### config.mk
export PLATFORM = sky130hd
export DESIGN_NAME = mem_lsu
export DESIGN_NICKNAME = d
export VERILOG_FILES = /design/src/rtl/mem_lsu.sv
export SDC_FILE = /design/constraint.sdc
export NUM_CORES = 1
export LEC_CHECK = 0
export ABC_AREA = 1
export BUFFER_PORTS_ARGS = -buffer_cell sky130_fd_sc_hd__clkbuf_2
export CAP_MARGIN = 10
export CORE_MARGIN = 3
export CORE_UTILIZATION = 40
export DETAILED_ROUTE_END_ITERATION = 16
export PLACE_DENSITY = 0.68
export SLEW_MARGIN = 30
export SYNTH_ARGS = -nofsm -noshare
export SYNTH_HDL_FRONTEND = slang
export SYNTH_SLANG_ARGS = --single-unit
export TNS_END_PERCENT = 20
### constraint.sdc
create_clock -name Clk -period 1.5 [get_ports Clk]
set_clock_uncertainty 0.1 [all_clocks]
set_input_delay 0.15 -clock Clk [delete_from_list [all_inputs] [get_ports Clk]]
set_output_delay 0.15 -clock Clk [all_outputs]
set_load 0.005 [all_outputs]
### src/rtl/mem_lsu.sv
// Load/store unit for the MEM stage: accepts one EX-stage access at a time, drives a
// variable-latency req/ack data-memory port, builds byte enables and lane-shifted store
// data, formats loads with sign/zero extension and flags misaligned or illegal accesses.
// Optional macro MEM_TIMEOUT_EN adds a bounded wait on dmem_ack (cause 11 on expiry).
module mem_lsu #(
    parameter int unsigned XLEN    = 32,
    parameter int unsigned ADDR_W  = 32,
    parameter int unsigned TIMEOUT = 255
) (
    input  logic                Clk,
    input  logic                Reset_n,
    input  logic                EX_valid,
    input  logic                EX_Mem_rd_en,
    input  logic                EX_Mem_wr_en,
    input  logic [2:0]          EX_Mem_op,
    input  logic [XLEN-1:0]     EX_ALU_result,
    input  logic [XLEN-1:0]     EX_Rs2_data,
    input  logic                ForwardM,
    input  logic [XLEN-1:0]     WB_Rd_data,
    input  logic                EX_RegFile_wr_en,
    input  logic                EX_MemToReg,
    input  logic [4:0]          EX_Rd_addr,
    output logic                dmem_req,
    output logic                dmem_we,
    output logic [ADDR_W-1:0]   dmem_addr,
    output logic [XLEN-1:0]     dmem_wdata,
    output logic [XLEN/8-1:0]   dmem_be,
    input  logic                dmem_ack,
    input  logic [XLEN-1:0]     dmem_rdata,
    output logic                MEM_stall,
    output logic                MEM_valid,
    output logic [XLEN-1:0]     MEM_dout,
    output logic [XLEN-1:0]     MEM_ALU_result,
    output logic                MEM_RegFile_wr_en,
    output logic                MEM_MemToReg,
    output logic [4:0]          MEM_Rd_addr,
    output logic                MEM_Exception,
    output logic [1:0]          MEM_exc_cause
);

    localparam int unsigned NB   = XLEN / 8;
    localparam int unsigned OFFW = $clog2(NB);

    typedef enum logic [0:0] {StIdle, StWait} state_e;

    state_e              state_q, state_d;
    // Access captured at acceptance and held stable for the whole WAIT period
    logic [2:0]          op_q, op_d;
    logic [OFFW-1:0]     off_q, off_d;
    logic                we_q, we_d;
    logic [ADDR_W-1:0]   addr_q, addr_d;
    logic [XLEN-1:0]     wdata_q, wdata_d;
    logic [NB-1:0]       be_q, be_d;
    logic [XLEN-1:0]     alu_q, alu_d;
    logic                rf_q, rf_d;
    logic                m2r_q, m2r_d;
    logic [4:0]          rd_q, rd_d;
    // Registered MEM outputs
    logic                valid_q, valid_d;
    logic [XLEN-1:0]     dout_q, dout_d;
    logic [XLEN-1:0]     malu_q, malu_d;
    logic                mrf_q, mrf_d;
    logic                mm2r_q, mm2r_d;
    logic [4:0]          mrd_q, mrd_d;
    logic                exc_q, exc_d;
    logic [1:0]          cause_q, cause_d;
`ifdef MEM_TIMEOUT_EN
    localparam int unsigned TW = $clog2(TIMEOUT + 1);
    logic [TW-1:0]       cnt_q, cnt_d;
`endif

    logic                is_mem, op_legal, misalign, accept;
    logic [OFFW-1:0]     off_ex;
    logic [NB-1:0]       be_ex;
    logic [XLEN-1:0]     sdata, wdata_ex, shifted, load_fmt;
    logic [ADDR_W-1:0]   addr_ex;
    int                  size;

    // Decode the EX-stage access: legality, alignment, byte enables and store lanes
    always_comb begin
        is_mem   = EX_Mem_rd_en | EX_Mem_wr_en;
        size     = 1 << EX_Mem_op[1:0];
        off_ex   = EX_ALU_result[OFFW-1:0];
        case (EX_Mem_op)
            3'b011, 3'b110: op_legal = (XLEN == 64);
            3'b111:         op_legal = 1'b0;
            default:        op_legal = 1'b1;
        endcase
        case (EX_Mem_op[1:0])
            2'b00:   misalign = 1'b0;
            2'b01:   misalign = EX_ALU_result[0];
            2'b10:   misalign = |EX_ALU_result[1:0];
            default: misalign = |EX_ALU_result[2:0];
        endcase
        be_ex = '0;
        for (int i = 0; i < int'(NB); i++) begin
            be_ex[i] = (i >= int'(off_ex)) && (i < int'(off_ex) + size);
        end
        sdata    = ForwardM ? WB_Rd_data : EX_Rs2_data;
        wdata_ex = sdata << {off_ex, 3'b000};
        addr_ex  = ADDR_W'(EX_ALU_result) & ~ADDR_W'(NB - 1);
        accept   = (state_q == StIdle) && EX_valid && is_mem && op_legal && !misalign;
    end

    // Select the addressed lane of the returned word and extend it to XLEN
    always_comb begin
        shifted = dmem_rdata >> {off_q, 3'b000};
        case (op_q)
            3'b000:  load_fmt = XLEN'($signed(shifted[7:0]));
            3'b001:  load_fmt = XLEN'($signed(shifted[15:0]));
            3'b010:  load_fmt = XLEN'($signed(shifted[31:0]));
            3'b100:  load_fmt = XLEN'(shifted[7:0]);
            3'b101:  load_fmt = XLEN'(shifted[15:0]);
            3'b110:  load_fmt = XLEN'(shifted[31:0]);
            default: load_fmt = shifted;
        endcase
    end

    // Next-state logic for the IDLE/WAIT controller and all registered fields
    always_comb begin
        state_d = state_q;
        op_d    = op_q;
        off_d   = off_q;
        we_d    = we_q;
        addr_d  = addr_q;
        wdata_d = wdata_q;
        be_d    = be_q;
        alu_d   = alu_q;
        rf_d    = rf_q;
        m2r_d   = m2r_q;
        rd_d    = rd_q;
        valid_d = 1'b0;
        dout_d  = dout_q;
        malu_d  = malu_q;
        mrf_d   = mrf_q;
        mm2r_d  = mm2r_q;
        mrd_d   = mrd_q;
        exc_d   = exc_q;
        cause_d = cause_q;
`ifdef MEM_TIMEOUT_EN
        cnt_d   = cnt_q;
`endif
        unique case (state_q)
            StIdle: begin
                if (EX_valid) begin
                    if (!is_mem || !op_legal || misalign) begin
                        valid_d = 1'b1;
                        dout_d  = '0;
                        malu_d  = EX_ALU_result;
                        mm2r_d  = EX_MemToReg;
                        mrd_d   = EX_Rd_addr;
                        exc_d   = is_mem;
                        cause_d = !is_mem ? 2'b00 : (EX_Mem_rd_en ? 2'b01 : 2'b10);
                        mrf_d   = is_mem ? 1'b0 : EX_RegFile_wr_en;
                    end else begin
                        state_d = StWait;
                        op_d    = EX_Mem_op;
                        off_d   = off_ex;
                        // A request with both enables set is handled as a load
                        we_d    = EX_Mem_wr_en && !EX_Mem_rd_en;
                        addr_d  = addr_ex;
                        wdata_d = wdata_ex;
                        be_d    = be_ex;
                        alu_d   = EX_ALU_result;
                        rf_d    = EX_RegFile_wr_en;
                        m2r_d   = EX_MemToReg;
                        rd_d    = EX_Rd_addr;
`ifdef MEM_TIMEOUT_EN
                        cnt_d   = '0;
`endif
                    end
                end
            end
            StWait: begin
                if (dmem_ack) begin
                    state_d = StIdle;
                    valid_d = 1'b1;
                    dout_d  = we_q ? '0 : load_fmt;
                    malu_d  = alu_q;
                    mrf_d   = rf_q;
                    mm2r_d  = m2r_q;
                    mrd_d   = rd_q;
                    exc_d   = 1'b0;
                    cause_d = 2'b00;
                end
`ifdef MEM_TIMEOUT_EN
                // Expire on the edge that would make the count reach TIMEOUT
                else if (cnt_q == TW'(TIMEOUT - 1)) begin
                    state_d = StIdle;
                    valid_d = 1'b1;
                    dout_d  = '0;
                    malu_d  = alu_q;
                    mrf_d   = 1'b0;
                    mm2r_d  = m2r_q;
                    mrd_d   = rd_q;
                    exc_d   = 1'b1;
                    cause_d = 2'b11;
                end else begin
                    cnt_d = cnt_q + 1'b1;
                end
`endif
            end
            default: state_d = StIdle;
        endcase
    end

    // State and output registers with synchronous active-low reset
    always_ff @(posedge Clk) begin
        if (!Reset_n) begin
            state_q <= StIdle;
            op_q    <= '0;
            off_q   <= '0;
            we_q    <= 1'b0;
            addr_q  <= '0;
            wdata_q <= '0;
            be_q    <= '0;
            alu_q   <= '0;
            rf_q    <= 1'b0;
            m2r_q   <= 1'b0;
            rd_q    <= '0;
            valid_q <= 1'b0;
            dout_q  <= '0;
            malu_q  <= '0;
            mrf_q   <= 1'b0;
            mm2r_q  <= 1'b0;
            mrd_q   <= '0;
            exc_q   <= 1'b0;
            cause_q <= '0;
`ifdef MEM_TIMEOUT_EN
            cnt_q   <= '0;
`endif
        end else begin
            state_q <= state_d;
            op_q    <= op_d;
            off_q   <= off_d;
            we_q    <= we_d;
            addr_q  <= addr_d;
            wdata_q <= wdata_d;
            be_q    <= be_d;
            alu_q   <= alu_d;
            rf_q    <= rf_d;
            m2r_q   <= m2r_d;
            rd_q    <= rd_d;
            valid_q <= valid_d;
            dout_q  <= dout_d;
            malu_q  <= malu_d;
            mrf_q   <= mrf_d;
            mm2r_q  <= mm2r_d;
            mrd_q   <= mrd_d;
            exc_q   <= exc_d;
            cause_q <= cause_d;
`ifdef MEM_TIMEOUT_EN
            cnt_q   <= cnt_d;
`endif
        end
    end

    // Memory port is driven only while waiting, so it reads all-zero when idle
    always_comb begin
        dmem_req          = (state_q == StWait);
        dmem_we           = dmem_req & we_q;
        dmem_addr         = dmem_req ? addr_q : '0;
        dmem_wdata        = dmem_req ? wdata_q : '0;
        dmem_be           = dmem_req ? be_q : '0;
        MEM_stall         = dmem_req | accept;
        MEM_valid         = valid_q;
        MEM_dout          = dout_q;
        MEM_ALU_result    = malu_q;
        MEM_RegFile_wr_en = mrf_q;
        MEM_MemToReg      = mm2r_q;
        MEM_Rd_addr       = mrd_q;
        MEM_Exception     = exc_q;
        MEM_exc_cause     = cause_q;
    end

endmodule
==> summary.txt <==
Floorplan
  – Initial Utilization: 41.18%
  – Num ports: 291
  – Die H: 145.7 µm
  – Core area: 18960 µm²
  – Die ar.: 21230 µm²
  – Row count: 50
  – Die X: 145.7 µm

Synthesis
  – Seq/Total Area, Yosys: 39.75%
  – Cell Area, Synth: 7806 µm²
  – Synth Flop Type: dfxtp_1
  – Seq cells post-synth: 155
  – Avg Cell Area, Syn: 6.414 µm²
  – Synth area leaders: dfxtp_1 (40%), nand2_1 (18%), o21ai_0 (7.8%)
  – Syn. warnings: 0
  – Post-synth top area cell: dfxtp_1
  – Distinct cells, synth: 31
  – Top cell type's share of synthesized area: 39.75%
  – Gate Count Post-Synth: 1217
  – Fraction of registers with async set or reset after synthesis: 0%
  – Post-synth EDFFs: 0

Route
  – Routed len/inst: 14.84 µm
  – DRT Pass-1 Iters: 5
  – WL final: 27600 µm
  – DR iter-0 viols: 498
  – DRC: 0
  – Remaining antenna violation count: 0
  – Via density: 4.930
  – Vias: 9169

Setup path
  – Nature of the critical path endpoint: primary output
  – Critical path, cell by cell: inv_4 -> nand2_2 -> inv_2 -> and3_4 -> nand2_8 -> buf_12 -> nand2_4 -> buf_6
  – CP peak stage delay: 360 ps
  – CP arrival: 1480 ps
  – Slowest CP cell: dfxtp_4
  – CP Class: register to primary output
  – Worst EP required: 1250 ps
  – CP Launch Type: register
  – Crit-path max FO: 4

Pwr
  – Sw Ratio: 28.50%
  – Register share of total power: 38.9%
  – Pint: 8.241 mW
  – Comb pwr share: 20.4%
  – Sw Pwr: 3.286 mW
  – Clock network fraction of total power: 40.7%
  – Power per cell area: 997.0 nW/µm²
  – Pleak: 5.938 nW
  – Pwr Total: 11.53 mW
  – Max VDD drop: 0.7302 mV

Placement
  – Port buffer count: 288
  – Setup slack at placement: -213.9 ps
  – Dpl hpwl: 19050 µm
  – Gpl congestion: 0.9258

Cells and area
  – Area growth, synth to finish: 48.10%
  – Nets: 1734
  – Commonest non-fill, non-tap cell in the layout: nand2_1
  – Fraction of layout cells with a size suffix above 1: 32.50%
  – ANT cells: 0
  – Most frequent cells in the layout: nand2_1 (355), clkbuf_2 (283), dfxtp_1 (154)

STA
  – Fmax achieved: 577.4 MHz
  – RSZ-0062 raised after global routing: yes
  – Min Tclk post-route: 1732 ps
  – Fin worst setup slack: -232.0 ps
  – Pins Over Slew Limit: 0
  – Hold_ws: 14.61 ps
  – Final TNS setup: -16770 ps
  – Final Cycle Share: 115.5%
  – Fin. Hold Viols: 0
  – Final Setup Violations: 151

Clock tree
  – CTS tree: done
  – Register clock-pin slew on the reported worst setup and hold paths: 60 ps
  – Clock buffer depth: 2
  – Sink Count: 155
  – TritonCTS Buffers: 17
  – Root Buffer Master: clkbuf_16
  – Clock latency on the worst-skew pair: 410 ps
  – Htree depth: 4

GRT
  – Initial antenna violation count: 1
  – Grt ovf: 0
  – First-pass GRT wire length: 43240 µm
  – GR Util All Layers: 24.70%
  – Largest net degree at the start of global routing: 45
  – Number of global-route vias before repair: 8703

Run status
  – Run status: complete, but fails checks
  – Failing checks: negative setup slack

Run
  – Max-cap violations: 0

Worst hold path
  – Worst Hold Class: input pin to register
## flip-flops by register name, summed over array words and instances, names as in the netlist, 2 cells and up
signal / flops
MEM_ALU_result: 32
MEM_dout: 32
wdata_q: 32
alu_q: 31
MEM_Rd_addr: 5
rd_q: 5
be_q: 4
op_q: 3
MEM_exc_cause: 2
## cell families (layout without fill, tap and decap cells)
kind of cell,count (synthesis),count (layout),synth area share [%]
flip-flops,155,155,39.75
other,1,2,0.04804
buffers and inverters,179,561,10.50
AND/OR/NAND/NOR,621,621,31.98
AO/OA/AOI/OAI,253,253,16.54
adder cells (fa/ha/maj),2,2,0.4167
multiplexers,6,6,0.7694
## repair_timing
item / 4_1_cts / 5_1_grt
hold endpoints to repair: 76 / 0
gates cloned: 4 / 5
hold buffers: 41 / 0
gates resized for setup: 48 / 82
buffers inserted: 9 / 3
endpoints found under the setup margin: 158 / 222
## synthesized netlist by cell type, types with 9 or more instances
cell type	count
dfxtp_1	155
buf_1	9
a21oi_1	98
buf_4	11
o21ai_1	25
buf_6	10
nor3_1	12
nand3_1	64
buf_2	24
clkbuf_1	30
nor2_1	144
o21ai_0	121
inv_1	86
nand2_1	382
## metal layers
layer,wire length (µm),track usage [%]
met4,987,10.21
met2,13270,42.34
met1,11770,30.20
met3,1574,5.139
met5,7,0
## worst max-delay path: cells and delay by family (launching register included)
| family | cells | cell delay, ps |
|---|---|---|
| flops | 1 | 360 |
| buf+inv | 4 | 330 |
| simple gates | 4 | 370 |
## metrics by stage
step | area [µm²] | instances | util (%)
floorplan | 7863 | 1218 | -
global placement | 9965 | 1767 | 52.57
detailed placement | 9965 | 1767 | 52.57
CTS | 11300 | 1853 | 59.64
global route | 11560 | 1860 | 60.99
finish | 11560 | 1860 | 60.99
## power by group through the flow
stage          sequential [mW]  clock, mW  combinational, mW
2_1_floorplan             4.55          0               1.14
3_3_place_gp              4.56          0               1.99
3_5_place_dp              4.56          0               2.01
4_1_cts                   4.47       4.75               2.25
5_1_grt                   4.51       4.96               2.59
6_report                  4.48       4.69               2.35
## worst paths after layout
check / from / endpoint / slack, ps / cells past startpoint
worst min-delay path: dmem_rdata[2] / MEM_dout[2]$_SDFFE_PN0P_ / 10 / 5
worst max-delay path: dmem_req$_SDFF_PN0_ / MEM_stall / -230 / 8
worst max register to register: dmem_req$_SDFF_PN0_ / wdata_q[19]$_SDFFE_PN0P_ / -180 / 10
worst min register to register: MEM_exc_cause[0]$_SDFFE_PN0P_ / MEM_exc_cause[0]$_SDFFE_PN0P_ / 350 / 2
## area by class of cell
cell class	instances	area, µm²
inverter	94	367.9
clock inverter	14	207.7
clock buffer	18	429.2
sequential	155	3107
timing repair buffer	435	3043
multi-input combinational	884	4081
fill	1830	7395
tap	260	325.3
(Power assumes the default switching activity.)
